## src/rtl/scoreboard_issue.sv

```systemverilog
// Issue-stage register scoreboard: per-GPR in-flight write counters gate operand reads.
// Define SCOREBOARD_HILO_EN to also track the HI/LO pair with its own counter.
module scoreboard_issue #(
  parameter int unsigned NREG  = 32,
  parameter int unsigned CNT_W = 2
) (
  input  logic                     clk,
  input  logic                     reset,
  input  logic                     issue_valid,
  output logic                     issue_ready,
  input  logic                     issue_we,
  input  logic [$clog2(NREG)-1:0]  issue_dest,
  input  logic                     issue_src1_en,
  input  logic                     issue_src2_en,
  input  logic [$clog2(NREG)-1:0]  issue_src1,
  input  logic [$clog2(NREG)-1:0]  issue_src2,
  input  logic                     issue_hilo_we,
  input  logic                     issue_hilo_rd,
  input  logic                     ret_we,
  input  logic [$clog2(NREG)-1:0]  ret_dest,
  input  logic                     ret_hilo_we,
  input  logic                     flush,
  output logic                     stall,
  output logic [NREG-1:0]          pending_vec,
  output logic                     hilo_pending,
  output logic                     sb_err
);

  localparam int unsigned AW = $clog2(NREG);
  localparam logic [CNT_W-1:0] CntMax = '1;

  // Counter update shared by GPRs and HI/LO; simultaneous inc and dec cancel out.
  function automatic logic [CNT_W-1:0] cnt_step(input logic [CNT_W-1:0] cur,
                                                input logic inc, input logic dec);
    if (inc && !dec) begin
      cnt_step = (cur == CntMax) ? cur : cur + CNT_W'(1);
    end else if (dec && !inc) begin
      cnt_step = (cur == '0) ? cur : cur - CNT_W'(1);
    end else begin
      cnt_step = cur;
    end
  endfunction

  logic [CNT_W-1:0] cnt_q [NREG];
  logic [CNT_W-1:0] cnt_d [NREG];
  logic             err_q, err_d;
  logic [1:0]       guard_q, guard_d;

  logic [CNT_W-1:0] src1_cnt, src2_cnt, dest_cnt, ret_cnt;
  logic             hilo_busy, hilo_full, hilo_under, hilo_over;
  logic             dest_full, fire, inc_en, dec_en;
  logic             gpr_under, gpr_over;

  always_comb begin
    src1_cnt = (int'(issue_src1) < NREG) ? cnt_q[issue_src1] : '0;
    src2_cnt = (int'(issue_src2) < NREG) ? cnt_q[issue_src2] : '0;
    dest_cnt = (int'(issue_dest) < NREG) ? cnt_q[issue_dest] : '0;
    ret_cnt  = (int'(ret_dest) < NREG)   ? cnt_q[ret_dest]   : '0;
  end

`ifdef SCOREBOARD_HILO_EN
  logic [CNT_W-1:0] hilo_cnt_q, hilo_cnt_d;

  assign hilo_busy  = (hilo_cnt_q != '0);
  assign hilo_full  = issue_hilo_we && (hilo_cnt_q == CntMax);
  assign hilo_under = ret_hilo_we && (hilo_cnt_q == '0);
  assign hilo_over  = fire && issue_hilo_we && !ret_hilo_we && (hilo_cnt_q == CntMax);

  always_comb begin
    hilo_cnt_d = cnt_step(hilo_cnt_q, fire && issue_hilo_we, ret_hilo_we);
    if (flush) begin
      hilo_cnt_d = '0;
    end
  end

  always_ff @(posedge clk) begin
    if (reset) begin
      hilo_cnt_q <= '0;
    end else begin
      hilo_cnt_q <= hilo_cnt_d;
    end
  end
`else
  // HI/LO ports stay on the boundary so both builds share one pinout.
  logic unused_hilo;
  assign unused_hilo = issue_hilo_we ^ issue_hilo_rd ^ ret_hilo_we;
  assign hilo_busy   = 1'b0;
  assign hilo_full   = 1'b0;
  assign hilo_under  = 1'b0;
  assign hilo_over   = 1'b0;
`endif

  // Stall reads registered counters only: a retire frees its consumer on the next cycle.
  assign stall = (issue_src1_en && (src1_cnt != '0)) ||
                 (issue_src2_en && (src2_cnt != '0)) ||
                 (issue_hilo_rd && hilo_busy);

  assign dest_full   = (issue_we && (dest_cnt == CntMax)) || hilo_full;
  assign issue_ready = !stall && !dest_full && !flush;
  assign fire        = issue_valid && issue_ready;
  assign inc_en      = fire && issue_we && (issue_dest != '0);
  assign dec_en      = ret_we && (ret_dest != '0);

  assign gpr_under = dec_en && (ret_cnt == '0);
  // Only reachable if the ready handshake is bypassed.
  assign gpr_over  = inc_en && (dest_cnt == CntMax) && !(dec_en && (ret_dest == issue_dest));

  always_comb begin
    cnt_d[0] = '0;
    for (int i = 1; i < NREG; i++) begin
      cnt_d[i] = cnt_step(cnt_q[i], inc_en && (issue_dest == AW'(i)),
                          dec_en && (ret_dest == AW'(i)));
      if (flush) begin
        cnt_d[i] = '0;
      end
    end
  end

  // After a flush, late retires of squashed writes land on zero counters and are expected.
  always_comb begin
    guard_d = (guard_q != 2'd0) ? guard_q - 2'd1 : 2'd0;
    err_d   = err_q;
    if (flush) begin
      guard_d = 2'd3;
    end else begin
      if ((gpr_under || hilo_under) && (guard_q == 2'd0)) begin
        err_d = 1'b1;
      end
      if (gpr_over || hilo_over) begin
        err_d = 1'b1;
      end
    end
  end

  always_ff @(posedge clk) begin
    if (reset) begin
      for (int i = 0; i < NREG; i++) begin
        cnt_q[i] <= '0;
      end
      err_q   <= 1'b0;
      guard_q <= 2'd0;
    end else begin
      for (int i = 0; i < NREG; i++) begin
        cnt_q[i] <= cnt_d[i];
      end
      err_q   <= err_d;
      guard_q <= guard_d;
    end
  end

  always_comb begin
    pending_vec[0] = 1'b0;
    for (int i = 1; i < NREG; i++) begin
      pending_vec[i] = (cnt_q[i] != '0);
    end
  end

  assign hilo_pending = hilo_busy;
  assign sb_err       = err_q;

endmodule

```

## config.mk

```make
export PLATFORM = sky130hd
export DESIGN_NAME = scoreboard_issue
export DESIGN_NICKNAME = d
export VERILOG_FILES = /design/src/rtl/scoreboard_issue.sv
export SDC_FILE = /design/constraint.sdc
export NUM_CORES = 1
export LEC_CHECK = 0
export ABC_AREA = 1
export ABC_CLOCK_PERIOD_IN_PS = 7350
export BUFFER_PORTS_ARGS = -buffer_cell sky130_fd_sc_hd__buf_2
export CORE_MARGIN = 5
export CORE_UTILIZATION = 40
export DETAILED_ROUTE_END_ITERATION = 12
export PLACE_DENSITY_LB_ADDON = 0.25
export SKIP_CTS_REPAIR_TIMING = 1
export SKIP_LAST_GASP = 1
export SLEW_MARGIN = 20
export SYNTH_ARGS = -nofsm -noshare
export SYNTH_HDL_FRONTEND = slang
export SYNTH_SLANG_ARGS = --single-unit
```

## constraint.sdc

```tcl
create_clock -name clk -period 7.35 [get_ports clk]
set_clock_uncertainty 0.05 [all_clocks]
set_input_delay 1.47 -clock clk [delete_from_list [all_inputs] [get_ports clk]]
set_output_delay 1.47 -clock clk [all_outputs]
set_load 0.02 [all_outputs]
```

==> results.cfg <==
[run_status]
status = completed

[timing]
max-slew-margin-rel_pct = 51.68
rsz0062_at_grt = false
tns_ps = 0
maxSlewViolCount = 0
period_needed_ps = 5393
setup_viol = 0
max_freq_ghz = 0.1854
finalHoldViolations = 0
period_share_pct = 73.38
worst_pin_slew_ps = 722.2

[worst_setup_path]
path_max_fanout = 42
critPathKind = primary input to output pin
cp-start-kind = primary input
crit_slowest_cell = nor2_1
required_ps = 5830
cp-end-kind = output pin
crit_arrival_ps = 3870
path_cells = buf_2, buf_4, inv_2, nor2_1, nand2_1, nand3_1, nand2_1, nand2_1, o21ai_1, nand2_1, nand3_2, nand2_2, nor2_4, buf_2
cp_common_cell = nand2_1
slowest_delay_ps = 620

[grt]
grt_pass1_wl_mm = 27.84
grt_overflow = 0
grt_pass1_vias = 5452
track_usage_pct = 21.79
antenna_found_initial = 0
grt_max_degree = 63

[layout]
nNetsFinal = 1073
antenna_cells = 0
drive_gt1_share_pct = 10.33
design_area_sq_um = 6130
area_growth_pct = 12.39
fin_util_pct = 46.10

[logic_synthesis]
syn-mean-instance-area_sq_um = 5.675
yosysTopAreaCell = nand2_1
syn_area_sq_um = 5454
seq_area_frac_synth_pct = 23.86
synth_ff_type = dfxtp_1
yosys.cell_count.top_type = nand2_1
synth_cells = 961
synth_top_cell_area_share_pct = 24.02
ys_types = 34
synthArstFlopShare_pct = 0
synth_common_cells = 349 x nand2_1, 115 x inv_1, 112 x a21oi_1
ys_top_cells_by_area = nand2_1 24%, dfxtp_1 24%, a21oi_1 10%
ys_ff_latch = 65
yosysWarnings = 0
synth_edf_count = 0

[floorplanning]
dieHeight_microns = 126.8
start_util_pct = 41.02
fp.dieArea_sq_um = 16070
core_region_area_sq_um = 13300
rows = 42
ioPinCount = 67
die_w_microns = 126.8

[power_and_ir_drop]
p_per_area_nw_per_um2 = 144.3
p_total_uw = 884.5
leakagePower_nw = 2.632
ir_drop_mv = 0.1083

[clock_tree]
cts_buffers = 9
htree_levels = 3
clkTransAtPathRegs_ps = 50
clock_sinks = 65
clock_path_buffers = 2
clock-root-buffer = clkbuf_16
clock_latency_ps = 350
cts_tree = done

[routing]
drtAntennaViolNets = 0
dr.first_iter.drc_count = 592
wirelength_mm = 17.59
dr_wl_met3_mm = 1.339
met2_length_mm = 7.276
drc = 0
wl_met1_mm = 8.586
highest_layer = met4
vias_per_cell = 5.160
firstDrtPassIters = 5
via_count = 6151
wl_per_cell_microns = 14.76

[placed_design]
placed_cell_area_sq_um = 5839
port_buffers = 61
routabilityCongestion = 0.9497
hpwl_mm = 13.13

[worst_hold_path]
hold_class = flip-flop to flip-flop

[run]
drv_cap = 0
==> where the power goes <==
part | internal, mW | switching [mW]
registers | 0.354 | 0.000696
logic | 0.0224 | 0.0721
clock network | 0.271 | 0.165
==> path summary, 6_finish.rpt <==
kind                                    start      endpoint  slack, ps  cells after the start
worst max-delay path            issue_dest[0]   issue_ready       1960                     14
worst min-delay path                   sb_err        sb_err        420                      2
worst max register to register   cnt_q[17][0]  cnt_q[21][1]       4380                     15
worst min register to register         sb_err        sb_err        420                      2
==> logic make-up (layout without fill, tap and decap cells) <==
family / Yosys count / after routing / share of synthesized area [%]
and+or+nand+nor: 500 / 500 / 37.00
AOI/OAI and AO/OA: 214 / 214 / 20.35
buffers and inverters: 150 / 204 / 11.61
DFF: 65 / 65 / 23.86
adders and majority gates: 31 / 31 / 7.112
other: 1 / 2 / 0.06876
==> cell type report <==
| class | count | area (sq um) |
|---|---|---|
| inverters | 125 | 474.2 |
| clock inverters | 3 | 40.04 |
| repair buffers | 63 | 320.3 |
| multi-input cells | 747 | 3523 |
| flip-flops and latches | 65 | 1301 |
| well taps | 176 | 220.2 |
| fillers | 1458 | 7166 |
| clock buffers | 13 | 250.2 |
==> state kept, by name, indices dropped and copies added, names as in the netlist <==
name / cells
sb_err: 1
guard_q: 2
cnt_q: 62
==> critical path: cells and delay by family <==
family / cells / cell delay, ps
simple gates: 9 / 1360
compound gates: 1 / 80
buf+inv: 4 / 930
==> through the flow <==
stage	cells	hold WS, ps	setup slack, ps
6_report	1192	418.5	1957
3_3_place_gp	1176	402.6	2052
5_1_grt	1192	436.4	1852
2_1_floorplan	962	389.5	3231
4_1_cts	1192	417.0	1983
3_5_place_dp	1176	408.9	1989
==> cells in the final DEF, fill, tap and decap left out, types with 9 or more instances in the layout <==
master / count
nand3_1: 43
inv_1: 115
nor2_1: 85
dfxtp_1: 65
o21ai_0: 74
clkbuf_16: 9
nand2_1: 349
o21ai_1: 11
buf_2: 61
a21oi_1: 112
nor2_2: 11
ha_1: 31
==> routing by layer <==
layer  global-route usage (%)  vias to the layer above
met2                    33.03                      211
met3                    4.498                       24
met5                        0                        -
met1                    30.72                     2747
li1                         -                     3169
met4                    7.445                        0
(Power assumes the default switching activity.)
